File: src/rtl/aes_subbytes_serial.sv
// Iterative AES SubBytes/InvSubBytes stage: substitutes a 128-bit state LANES bytes per cycle
// through shared algebraic S-box lanes, with valid/ready handshakes on both sides.
module aes_subbytes_serial #(
    parameter int LANES = 4
) (
    input  logic         clk,
    input  logic         rst,
    input  logic         in_valid,
    output logic         in_ready,
    input  logic [127:0] in_data,
    input  logic         in_enc_dec,
    output logic         out_valid,
    input  logic         out_ready,
    output logic [127:0] out_data
);

    localparam int N  = 16 / LANES;
    localparam int CW = (N > 1) ? $clog2(N) : 1;
    localparam logic [CW-1:0] LAST = CW'(N - 1);

    generate
        if (!(LANES == 1 || LANES == 2 || LANES == 4 || LANES == 8 || LANES == 16)) begin : g_bad_lanes
            $error("aes_subbytes_serial: LANES must be 1, 2, 4, 8 or 16");
        end
    endgenerate

    typedef enum logic [1:0] {
        IDLE,
        BUSY,
        DONE
    } state_t;

    state_t        state_q;
    logic [CW-1:0] cnt_q;
    logic [127:0]  data_q;
    logic [127:0]  data_d;
    logic          mode_q;
    logic          outValid_q;

    // GF(2^8) multiply modulo x^8 + x^4 + x^3 + x + 1
    function automatic logic [7:0] gfMul(input logic [7:0] a, input logic [7:0] b);
        logic [7:0] p;
        logic [7:0] aShift;
        p      = 8'h00;
        aShift = a;
        for (int i = 0; i < 8; i++) begin
            if (b[i]) p = p ^ aShift;
            aShift = {aShift[6:0], 1'b0} ^ (aShift[7] ? 8'h1b : 8'h00);
        end
        return p;
    endfunction

    // Field inverse as x^254 (0 maps to 0 as AES requires)
    function automatic logic [7:0] gfInv(input logic [7:0] x);
        logic [7:0] x2, x3, x12, x14, x15, x240;
        x2   = gfMul(x, x);
        x3   = gfMul(x2, x);
        x12  = gfMul(gfMul(x3, x3), gfMul(x3, x3));
        x14  = gfMul(x12, x2);
        x15  = gfMul(x12, x3);
        x240 = x15;
        for (int i = 0; i < 4; i++) x240 = gfMul(x240, x240);
        return gfMul(x240, x14);
    endfunction

    function automatic logic [7:0] affine(input logic [7:0] y);
        return y ^ {y[6:0], y[7]} ^ {y[5:0], y[7:6]} ^ {y[4:0], y[7:5]} ^ {y[3:0], y[7:4]} ^ 8'h63;
    endfunction

    function automatic logic [7:0] invAffine(input logic [7:0] y);
        return {y[6:0], y[7]} ^ {y[4:0], y[7:5]} ^ {y[1:0], y[7:2]} ^ 8'h05;
    endfunction

    // One inverter serves both directions; the affine maps wrap it on the appropriate side
    function automatic logic [7:0] sbox(input logic [7:0] b, input logic enc);
        logic [7:0] x;
        logic [7:0] y;
        x = enc ? b : invAffine(b);
        y = gfInv(x);
        return enc ? affine(y) : y;
    endfunction

    always_comb begin
        logic [3:0] pos;
        pos    = 4'd0;
        data_d = data_q;
        for (int j = 0; j < LANES; j++) begin
            pos = 4'(int'(cnt_q) * LANES + j);
            data_d[8*(15-pos) +: 8] = sbox(data_q[8*(15-pos) +: 8], mode_q);
        end
    end

    always_ff @(posedge clk) begin
        if (rst) begin
            state_q    <= IDLE;
            cnt_q      <= '0;
            data_q     <= '0;
            mode_q     <= 1'b1;
            outValid_q <= 1'b0;
        end else begin
            case (state_q)
                IDLE: begin
                    if (in_valid) begin
                        data_q  <= in_data;
                        mode_q  <= in_enc_dec;
                        cnt_q   <= '0;
                        state_q <= BUSY;
                    end
                end
                BUSY: begin
                    data_q <= data_d;
                    if (N > 1) cnt_q <= cnt_q + 1'b1;
                    if (cnt_q == LAST) begin
                        state_q    <= DONE;
                        outValid_q <= 1'b1;
                    end
                end
                DONE: begin
                    if (out_ready) begin
                        outValid_q <= 1'b0;
                        if (in_valid) begin
                            data_q  <= in_data;
                            mode_q  <= in_enc_dec;
                            cnt_q   <= '0;
                            state_q <= BUSY;
                        end else begin
                            state_q <= IDLE;
                        end
                    end
                end
                default: begin
                    state_q    <= IDLE;
                    outValid_q <= 1'b0;
                end
            endcase
        end
    end

    // DONE forwards downstream readiness so a new block can overlap the output transfer
    assign in_ready  = !rst && ((state_q == IDLE) || ((state_q == DONE) && out_ready));
    assign out_valid = outValid_q;
    assign out_data  = data_q;

endmodule

File: config.mk
export PLATFORM = sky130hd
export DESIGN_NAME = aes_subbytes_serial
export DESIGN_NICKNAME = d
export VERILOG_FILES = /design/src/rtl/aes_subbytes_serial.sv
export SDC_FILE = /design/constraint.sdc
export NUM_CORES = 2
export LEC_CHECK = 0
export CORE_MARGIN = 3
export CORE_UTILIZATION = 60
export DETAILED_ROUTE_END_ITERATION = 12
export PLACE_DENSITY = 0.92
export SYNTH_ARGS = -nofsm -noshare
export SYNTH_HDL_FRONTEND = slang
export SYNTH_SLANG_ARGS = --single-unit
File: constraint.sdc
create_clock -name clk -period 59.5 [get_ports clk]
set_input_delay 8.925 -clock clk [delete_from_list [all_inputs] [get_ports clk]]
set_output_delay 8.925 -clock clk [all_outputs]
set_load 0.03 [all_outputs]
==> results.sh <==
export IMPL_ys_types=130
export IMPL_setup_tns_ns=0
export IMPL_placementRows=104
export IMPL_fmax_mhz=41.6
export IMPL_cts_tree="built"
export IMPL_period_minus_slack_ns=24.02
export IMPL_ant_nets=0
export IMPL_finalNonFillerCells=7464
export IMPL_finalCritPeriodShare=0.404
export IMPL_core_sq_um=81300
export IMPL_area_growth_pct=7.74
export IMPL_layout_drive_gt1_share=0.0751
export IMPL_finalHoldViolCount=0
export IMPL_synthTopCellsByArea="xnor2_1, xnor3_1, nor2_1, xor2_1, dfxtp_1"
export IMPL_dr_total_vias=48800
export IMPL_grt_pass1_vias=45900
export IMPL_crit_path_start_kind="flip-flop"
export IMPL_ys_seq_elements=134
export IMPL_syn_inst=6388
export IMPL_crit_arrival_ns=24.32
export IMPL_chipWidth_um=294
export IMPL_endpoint_kind="flip-flop"
export IMPL_slew_viol_final=0
export IMPL_synth_async_reset_ratio=0
export IMPL_place_congestion=1.01
export IMPL_ys_warnings_count=0
export IMPL_rsz0062_at_grt="false"
export IMPL_cts_buffers=17
export IMPL_crit_required_ns=59.79
export IMPL_setup_viol=0
export IMPL_status="finished, final reports clean"
export IMPL_whs_ns=0.526
export IMPL_synth_top_cell_by_area="xnor2_1"
export IMPL_cts_setup_buffers=0
export IMPL_critical_path_class="flip-flop to flip-flop"
export IMPL_dieHeight_um=294
export IMPL_initial_utilization=0.612
export IMPL_grt_overflow_total=0
export IMPL_syn_area_sq_um=49800
export IMPL_synth_enable_flop_cells=0
export IMPL_cts_resized=0
export IMPL_htree_levels=4
export IMPL_drv_cap=0
export IMPL_fillers=6424
export IMPL_cp_max_fo=28
export IMPL_grt_pass1_wl_mm=242
export IMPL_antenna_found_initial=5
export IMPL_drt_total_wl_mm=154
export IMPL_grt_max_degree=100
export IMPL_hp_class="flip-flop to flip-flop"
export IMPL_viasPerCell=6.54
export IMPL_fin_ws_ns=35.48
export IMPL_crit_top_cell="xnor2_1"
export IMPL_max_slew_margin=0.126
export IMPL_path_clk_slew_ns=0.07
export IMPL_first_iter_violations=5418
export IMPL_drc_errors=0
export IMPL_seqCellArea_sq_um=2690
export IMPL_cts_num_sinks=134
export IMPL_cp_slowest_stage_delay_ns=0.91
export IMPL_synth_nets=6553
export IMPL_die_area_sq_um=86500
export IMPL_clockRootBuffer="clkbuf_16"
export IMPL_clk_latency_ns=0.48
export IMPL_portBuffers=262
export IMPL_slowest_stage="nor2_1"
export IMPL_dpl_cell_count=7431
export IMPL_synth_top_flop_cell="dfxtp_1"
export IMPL_track_usage=0.338
export IMPL_synth_avg_cell_area_sq_um=7.79
export IMPL_tightest_slew_ns=1.30
export IMPL_seq_area_frac_synth=0.0539
export IMPL_drtPass1Iterations=7
export IMPL_pre_cts_slack_ns=35.91
export IMPL_fin_nets=6555
export IMPL_multi_input_area_sq_um=44800
export IMPL_routedWlPerCell_um=20.6
export IMPL_num_io_pins=263
export IMPL_clock_skew_ns=0.0333
export IMPL_dpl_hpwl_mm=113
export IMPL_netlist_area_leader_share=0.209
export IMPL_clk_path_buf_depth=2
export IMPL_holdBufCountCts=0
-- critical path, delay by kind of cell, from the launching register on --
family / cells / cell delay [ns]
xor gates and xnor gates: 28 / 12.21
AOI/OAI and AO/OA: 12 / 2.90
adders and majority gates: 5 / 2.21
muxes: 2 / 0.78
DFF: 1 / 0.68
and+or+nand+nor: 11 / 2.45
buffers and inverters: 7 / 2.57
-- kinds of logic after synthesis --
logic type                 after synthesis  share of synthesized area
AOI/OAI and AO/OA                     1378                      0.181
DFF                                    134                     0.0539
muxes                                  252                     0.0624
xor gates and xnor gates              1952                      0.456
and+or+nand+nor                       2087                      0.191
adders and majority gates               33                    0.00824
buffers and inverters                  552                     0.0478
-- stage by stage --
stage,instance area (sq um),utilization
after global routing,53600,0.659
after global placement,53000,0.652
after floorplan,49800,-
after detailed placement,53000,0.652
final,53600,0.659
after CTS,53600,0.659
-- per-layer routing --
metal  GRT usage  vias to the layer above  part of all wire
met5           0                        -           0.00021
met4       0.133                        6             0.039
met3      0.0722                      503              0.12
met2       0.551                     3045              0.46
met1       0.437                    22900              0.38
li1            -                    22400                 -
-- final timing paths --
kind,to,cells past startpoint,start,slack [ns]
setup / recovery,out_data[55],65,cnt_q[0],35.48
hold reg to reg,out_data[91],1,out_data[91],0.53
hold / removal,out_data[91],1,out_data[91],0.53
setup reg to reg,out_data[55],65,cnt_q[0],35.48
-- synth_stat cells, drive strengths merged, types with 28 or more instances --
| cell | instances |
|---|---|
| nor2b | 46 |
| a211oi | 51 |
| xnor2 | 1267 |
| and2 | 48 |
| mux2i | 175 |
| buf | 165 |
| and3 | 154 |
| nand2 | 585 |
| mux2 | 42 |
| ha | 32 |
| o21ai | 248 |
| inv | 124 |
| nand3 | 130 |
| o211ai | 51 |
| nand2b | 42 |
| xor2 | 349 |
| a31oi | 38 |
| mux4 | 35 |
| or3 | 39 |
| or2 | 28 |
| nor2 | 776 |
| xor3 | 53 |
| nor3 | 143 |
| clkbuf | 253 |
| a21o | 30 |
| a221oi | 30 |
| xnor3 | 283 |
| a21oi | 408 |
| o22ai | 180 |
| dfxtp | 134 |
| a22oi | 36 |
-- registers in the layout (all words and copies together) (netlist names) --
| signal | count |
|---|---|
| mode_q | 1 |
| out_valid | 1 |
| out_data | 128 |
| cnt_q | 2 |
| state_q | 2 |
-- final cells by class --
| class | count | area share |
|---|---|---|
| multi-input cells | 5702 | 0.836 |
| repair buffers | 401 | 0.0683 |
| flip-flops and latches | 134 | 0.0502 |
| well taps | 1060 | 0.0247 |
| inverters | 134 | 0.00940 |
| clock buffers | 17 | 0.00793 |
| clock inverters | 15 | 0.00376 |
| diodes | 1 | 0.0000467 |
-- layout by cell type, fill, tap and decap left out, types with 38 or more instances in the layout --
master / instances
nor2b_1: 46
a21oi_1: 400
xor2_1: 328
mux2i_1: 162
and3_1: 154
clkdlybuf4s50_1: 261
o211ai_1: 51
nand2b_1: 41
dfxtp_1: 131
buf_4: 140
xnor2_1: 1186
and2_1: 46
xor3_1: 49
a211oi_1: 45
o21ai_0: 206
mux2_2: 39
xnor3_1: 271
o21ai_1: 42
or3_1: 38
xnor2_2: 72
nand3_1: 130
nor3_1: 138
a31oi_1: 38
o22ai_1: 179
nor2_1: 770
nand2_1: 584
inv_1: 104
Power is not shown: default switching activity piles up to over one toggle a cycle in this logic, so the estimate is an artifact.
